$ cat config.mk
export PLATFORM = sky130hd
export DESIGN_NAME = sdram_pro_arbit
export DESIGN_NICKNAME = d
export VERILOG_FILES = /design/src/rtl/sdram_pro_arbit.sv
export SDC_FILE = /design/constraint.sdc
export NUM_CORES = 1
export LEC_CHECK = 0
export CORE_ASPECT_RATIO = 0.8
export CORE_MARGIN = 2
export CORE_UTILIZATION = 33
export CTS_CLUSTER_DIAMETER = 100
export DETAILED_ROUTE_END_ITERATION = 10
export HOLD_SLACK_MARGIN = 0.1
export PLACE_DENSITY = 0.68
export SKIP_LAST_GASP = 1
export SYNTH_ARGS = -nofsm -noshare
export SYNTH_HDL_FRONTEND = slang
export SYNTH_SLANG_ARGS = --single-unit
$ cat constraint.sdc
create_clock -name sys_clk -period 4.52 [get_ports sys_clk]
set_input_delay 0.904 -clock sys_clk [delete_from_list [all_inputs] [get_ports sys_clk]]
set_output_delay 0.904 -clock sys_clk [all_outputs]
set_load 0.1 [all_outputs]
$ cat src/rtl/sdram_pro_arbit.sv
// SDRAM command arbiter: init, refresh, write and read modules share the SDRAM pins.
// Optional macro ARBIT_RR_EN alternates write/read priority; refresh always stays highest.
module sdram_pro_arbit #(
  parameter int ARB_TIMEOUT = 1024,
  parameter int ADDR_W      = 12,
  parameter int BANK_W      = 2
) (
  input  logic              sys_clk,
  input  logic              sys_rst,
  input  logic              init_end,
  input  logic [3:0]        init_cmd,
  input  logic [BANK_W-1:0] init_bank,
  input  logic [ADDR_W-1:0] init_addr,
  input  logic              atref_req,
  input  logic              atref_end,
  input  logic [3:0]        atref_cmd,
  input  logic [BANK_W-1:0] atref_bank,
  input  logic [ADDR_W-1:0] atref_addr,
  input  logic              wr_req,
  input  logic              wr_end,
  input  logic [3:0]        wr_cmd,
  input  logic [BANK_W-1:0] wr_bank,
  input  logic [ADDR_W-1:0] wr_addr,
  input  logic              rd_req,
  input  logic              rd_end,
  input  logic [3:0]        rd_cmd,
  input  logic [BANK_W-1:0] rd_bank,
  input  logic [ADDR_W-1:0] rd_addr,
  output logic              atref_en,
  output logic              wr_en,
  output logic              rd_en,
  output logic              arb_err,
  output logic              sdram_cke,
  output logic              sdram_cs_n,
  output logic              sdram_ras_n,
  output logic              sdram_cas_n,
  output logic              sdram_we_n,
  output logic [BANK_W-1:0] sdram_ba,
  output logic [ADDR_W-1:0] sdram_addr
);

  localparam int CNT_W = (ARB_TIMEOUT > 1) ? $clog2(ARB_TIMEOUT) : 1;
  localparam logic [CNT_W-1:0] WD_LAST = CNT_W'((ARB_TIMEOUT > 0) ? ARB_TIMEOUT - 1 : 0);
  localparam logic [3:0] CMD_NOP = 4'b0111;

  typedef enum logic [2:0] {
    ST_INIT  = 3'd0,
    ST_ARBIT = 3'd1,
    ST_ATREF = 3'd2,
    ST_WRITE = 3'd3,
    ST_READ  = 3'd4
  } state_t;

  state_t            state_r;
  state_t            next_s;
  logic [CNT_W-1:0]  wd_cnt_r;
  logic              wd_hit_s;
  logic              timeout_s;
  logic              owner_s;
  logic              atref_blk_r;
  logic              wr_blk_r;
  logic              rd_blk_r;
  logic              atref_ok_s;
  logic              wr_ok_s;
  logic              rd_ok_s;
  logic              rd_first_s;
  logic [3:0]        cmd_s;

  // A requester that stalled into a timeout stays masked until it drops its request.
  assign atref_ok_s = atref_req & ~atref_blk_r;
  assign wr_ok_s    = wr_req & ~wr_blk_r;
  assign rd_ok_s    = rd_req & ~rd_blk_r;
  assign wd_hit_s   = (ARB_TIMEOUT > 0) && (wd_cnt_r == WD_LAST);
  assign owner_s    = (state_r == ST_ATREF) || (state_r == ST_WRITE) || (state_r == ST_READ);

`ifdef ARBIT_RR_EN
  logic rr_rd_first_r;

  // Round-robin pointer: the side granted last loses the next write/read tie.
  always_ff @(posedge sys_clk) begin
    if (sys_rst) begin
      rr_rd_first_r <= 1'b0;
    end else if ((state_r == ST_ARBIT) && (next_s == ST_WRITE)) begin
      rr_rd_first_r <= 1'b1;
    end else if ((state_r == ST_ARBIT) && (next_s == ST_READ)) begin
      rr_rd_first_r <= 1'b0;
    end else begin
      rr_rd_first_r <= rr_rd_first_r;
    end
  end

  assign rd_first_s = rr_rd_first_r;
`else
  assign rd_first_s = 1'b0;
`endif

  // Next-state selection, including the watchdog escape from owner states.
  always_comb begin
    next_s    = state_r;
    timeout_s = 1'b0;
    case (state_r)
      ST_INIT: begin
        if (init_end) next_s = ST_ARBIT;
        else          next_s = ST_INIT;
      end
      ST_ARBIT: begin
        if (atref_ok_s)              next_s = ST_ATREF;
        else if (wr_ok_s && rd_ok_s) next_s = rd_first_s ? ST_READ : ST_WRITE;
        else if (wr_ok_s)            next_s = ST_WRITE;
        else if (rd_ok_s)            next_s = ST_READ;
        else                         next_s = ST_ARBIT;
      end
      ST_ATREF: begin
        if (atref_end) begin
          next_s = ST_ARBIT;
        end else if (wd_hit_s) begin
          next_s    = ST_ARBIT;
          timeout_s = 1'b1;
        end else begin
          next_s = ST_ATREF;
        end
      end
      ST_WRITE: begin
        if (wr_end) begin
          next_s = ST_ARBIT;
        end else if (wd_hit_s) begin
          next_s    = ST_ARBIT;
          timeout_s = 1'b1;
        end else begin
          next_s = ST_WRITE;
        end
      end
      ST_READ: begin
        if (rd_end) begin
          next_s = ST_ARBIT;
        end else if (wd_hit_s) begin
          next_s    = ST_ARBIT;
          timeout_s = 1'b1;
        end else begin
          next_s = ST_READ;
        end
      end
      default: begin
        next_s = ST_INIT;
      end
    endcase
  end

  // State register, one-cycle grant pulses, sticky error and watchdog counter.
  always_ff @(posedge sys_clk) begin
    if (sys_rst) begin
      state_r  <= ST_INIT;
      atref_en <= 1'b0;
      wr_en    <= 1'b0;
      rd_en    <= 1'b0;
      arb_err  <= 1'b0;
      wd_cnt_r <= '0;
    end else begin
      state_r  <= next_s;
      atref_en <= (state_r == ST_ARBIT) && (next_s == ST_ATREF);
      wr_en    <= (state_r == ST_ARBIT) && (next_s == ST_WRITE);
      rd_en    <= (state_r == ST_ARBIT) && (next_s == ST_READ);
      arb_err  <= arb_err | timeout_s;
      if (next_s != state_r) begin
        wd_cnt_r <= '0;
      end else if (owner_s && (ARB_TIMEOUT > 0)) begin
        wd_cnt_r <= wd_cnt_r + CNT_W'(1'b1);
      end else begin
        wd_cnt_r <= wd_cnt_r;
      end
    end
  end

  // Timeout masks: set on the stalled owner, released once its request is low.
  always_ff @(posedge sys_clk) begin
    if (sys_rst) begin
      atref_blk_r <= 1'b0;
      wr_blk_r    <= 1'b0;
      rd_blk_r    <= 1'b0;
    end else begin
      atref_blk_r <= (timeout_s && (state_r == ST_ATREF)) | (atref_blk_r & atref_req);
      wr_blk_r    <= (timeout_s && (state_r == ST_WRITE)) | (wr_blk_r & wr_req);
      rd_blk_r    <= (timeout_s && (state_r == ST_READ))  | (rd_blk_r & rd_req);
    end
  end

  // Pin mux follows the state register; ARBIT drives NOP with all-ones bank/address.
  always_comb begin
    cmd_s      = init_cmd;
    sdram_ba   = init_bank;
    sdram_addr = init_addr;
    case (state_r)
      ST_INIT: begin
        cmd_s      = init_cmd;
        sdram_ba   = init_bank;
        sdram_addr = init_addr;
      end
      ST_ARBIT: begin
        cmd_s      = CMD_NOP;
        sdram_ba   = {BANK_W{1'b1}};
        sdram_addr = {ADDR_W{1'b1}};
      end
      ST_ATREF: begin
        cmd_s      = atref_cmd;
        sdram_ba   = atref_bank;
        sdram_addr = atref_addr;
      end
      ST_WRITE: begin
        cmd_s      = wr_cmd;
        sdram_ba   = wr_bank;
        sdram_addr = wr_addr;
      end
      ST_READ: begin
        cmd_s      = rd_cmd;
        sdram_ba   = rd_bank;
        sdram_addr = rd_addr;
      end
      default: begin
        cmd_s      = init_cmd;
        sdram_ba   = init_bank;
        sdram_addr = init_addr;
      end
    endcase
  end

  assign sdram_cke = 1'b1;
  assign {sdram_cs_n, sdram_ras_n, sdram_cas_n, sdram_we_n} = cmd_s;

endmodule

==> insert_results.sql <==
INSERT INTO impl_metrics (metric_group, metric, value, unit) VALUES
('layout', 'area_growth_syn_to_layout', '53.66', '%'),
('layout', 'final_core_util', '51.48', '%'),
('route', 'detailedRoute.firstPassIterationCount', '4', ''),
('sta', 'setup_viol', '0', ''),
('setup_path', 'critPathCaptureType', 'primary output', ''),
('status', 'run_status', 'finished clean', ''),
('global_routing', 'grt_start_max_net_pins', '32', ''),
('sta', 'max_freq', '290.3', 'MHz'),
('layout', 'antenna_cells_inserted', '0', ''),
('yosys', 'synth_area_leaders', 'dfxtp_1 (21%), mux2i_1 (18%), mux2_2 (11%)', ''),
('clock_network', 'number_of_buffers_inserted_during_clock_tree_synthesis', '3', ''),
('clock_network', 'clk_transition_reported_paths', '0.07', 'ns'),
('die', 'chip_width', '89.93', 'um'),
('flow_run', 'maxCapViolCount', '0', ''),
('layout', 'fin_nets', '395', ''),
('place', 'gp_congestion', '0.7802', ''),
('setup_path', 'worst_path_largest_cell_delay', '1.00', 'ns'),
('route', 'via_per_inst', '5.153', ''),
('global_routing', 'grt.met2_usage', '27.69', '%'),
('clock_network', 'clkLatencyLatePin', '0.25', 'ns'),
('global_routing', 'antenna_found_initial', '0', ''),
('die', 'io_pins', '104', ''),
('yosys', 'mappedNetlistArea', '0.001949', 'mm2'),
('sta', 'rsz0062_at_grt', 'no', ''),
('sta', 'final_period_minus_worst_setup_slack', '3.445', 'ns'),
('clock_network', 'cts_tree', 'done', ''),
('sta', 'finalMaxSlewViolations', '0', ''),
('global_routing', 'grtUsageMet3', '3.926', '%'),
('sta', 'max_slew_margin', '31.58', '%'),
('layout', 'finalNonFillerCells', '392', ''),
('clock_network', 'htree_num_levels', '1', ''),
('power', 'powerDensity', '243.8', 'mW/mm2'),
('die', 'die-height', '72.75', 'um'),
('yosys', 'synthesis.yosys.warnings', '0', ''),
('setup_path', 'worst_ep_arrival_time', '2.54', 'ns'),
('setup_path', 'critical_path.startpoint_type', 'register', ''),
('yosys', 'netlist_instances', '219', ''),
('global_routing', 'track_usage', '16.42', '%'),
('sta', 'hold_slack', '0.4671', 'ns'),
('layout', 'layout.filler_cells', '569', ''),
('yosys', 'synth_async_sr_flop_share', '0', '%'),
('yosys', 'post_synth_top_area_cell', 'dfxtp_1', ''),
('place', 'number_of_placed_instances_with_taps_included', '389', ''),
('route', 'detail_route.drc_violations', '0', ''),
('die', 'die-area', '0.006542', 'mm2'),
('die', 'floorplan.rows', '25', ''),
('setup_path', 'worstRegToRegCells', '5', ''),
('route', 'route.vias.total', '2020', ''),
('yosys', 'mappedNetlistNets', '301', ''),
('sta', 'post-route-period-util', '76.21', '%'),
('setup_path', 'critPathBufInv', '1', ''),
('global_routing', 'gr-max-usage-layer', 'met2', ''),
('setup_path', 'crit_cells', '4', ''),
('yosys', 'seq_area_frac_synth', '20.54', '%'),
('setup_path', 'cp_max_delay_cell', 'dfxtp_1', ''),
('route', 'routed_wl', '5.764', 'mm'),
('yosys', 'synthDominantCellAreaShare', '20.54', '%'),
('setup_path', 'required', '3.62', 'ns'),
('layout', 'final_layout_size_suffix_gt1_share', '18.33', '%'),
('global_routing', 'number_of_global_route_vias_before_repair', '1842', ''),
('yosys', 'synthDistinctLibCells', '48', ''),
('sta', 'setup_tns', '0', 'ns'),
('clock_network', 'hold_buffers', '0', ''),
('power', 'power.leakage', '0.001021', 'uW'),
('sta', 'skew', '0.001945', 'ns'),
('hold_path', 'min_delay_path_depth', '2', ''),
('sta', 'hold_viol_final', '0', ''),
('global_routing', 'gr-total-overflow', '0', ''),
('setup_path', 'top_delay_family_on_crit_path', 'flip-flops', ''),
('sta', 'timing_worst_slew_pin_value', '1.025', 'ns'),
('place', 'dpl.hpwl', '4.396', 'mm');
-- sequential cells by signal, summed over array words and instances (netlist names) --
name	flops
arb_err	1
rd_en	1
wr_en	1
state_r	3
wd_cnt_r	10
wr_blk_r	1
atref_en	1
atref_blk_r	1
rd_blk_r	1
-- logic make-up (layout without fill, tap and decap cells) --
group                      Yosys count  after routing  share of synthesized area [%]
and+or+nand+nor                     70             70                          21.31
muxes                               55             55                          29.46
AOI/OAI and AO/OA                   45             45                          18.23
DFF                                 20             20                          20.54
buffers and inverters               17            109                          5.134
xor gates and xnor gates            10             10                          4.493
adders and majority gates            1              1                         0.6417
other                                1              1                         0.1924
-- cell usage after synthesis, drive strengths merged (5+ instances only) --
cell	count
mux2i	36
nor2	24
dfxtp	20
mux2	19
a221oi	18
buf	12
nor3	11
a21oi	9
nand2	7
xor2	7
nor2b	5
o21ai	5
-- metal layers --
layer | vias up | wire length [um]
li1 | 1022 | -
met1 | 937 | 2628
met2 | 59 | 2827
met3 | 2 | 293
met4 | 0 | 15
met5 | - | 0
-- through the flow --
stage,area (um2),power [uW],setup slack [ns]
4_1_cts,2995,736.4,1.003
6_report,2995,730.2,1.075
5_1_grt,2995,764.3,0.7908
2_1_floorplan,1949,492.7,0.2088
3_3_place_gp,2954,619.3,1.367
3_5_place_dp,2954,620.8,1.299
-- worst min-delay path, stage by stage, from the launching register on --
cell     delay (ns)
dfxtp_1        0.31
nand2_1        0.06
a21oi_1        0.05
-- final timing paths --
kind                                            start                       end  slack [ns]
worst min-delay path              wr_blk_r$_SDFF_PP0_       wr_blk_r$_SDFF_PP0_        0.47
worst max-delay path            state_r[0]$_SDFF_PP0_            sdram_addr[10]        1.08
worst max register to register  state_r[0]$_SDFF_PP0_  wd_cnt_r[9]$_SDFFE_PP0P_        1.95
worst min register to register    wr_blk_r$_SDFF_PP0_       wr_blk_r$_SDFF_PP0_        0.47
-- cell type report --
type                    count  area (um2)  area share (%)
repair buffers            105       998.5           33.33
well taps                  81       101.3           3.383
flip-flops and latches     20       401.6           13.41
multi-input cells         182        1449           48.37
inverters                   1       3.754          0.1253
clock buffers               3       41.29           1.378
-- power breakdown --
| group | switching (uW) | internal [uW] |
|---|---|---|
| clock | 54.8 | 59.2 |
| combinational | 276 | 150 |
| sequential | 10.6 | 179 |
| total | 342 | 388 |
Power figures use the tool's default switching activity.
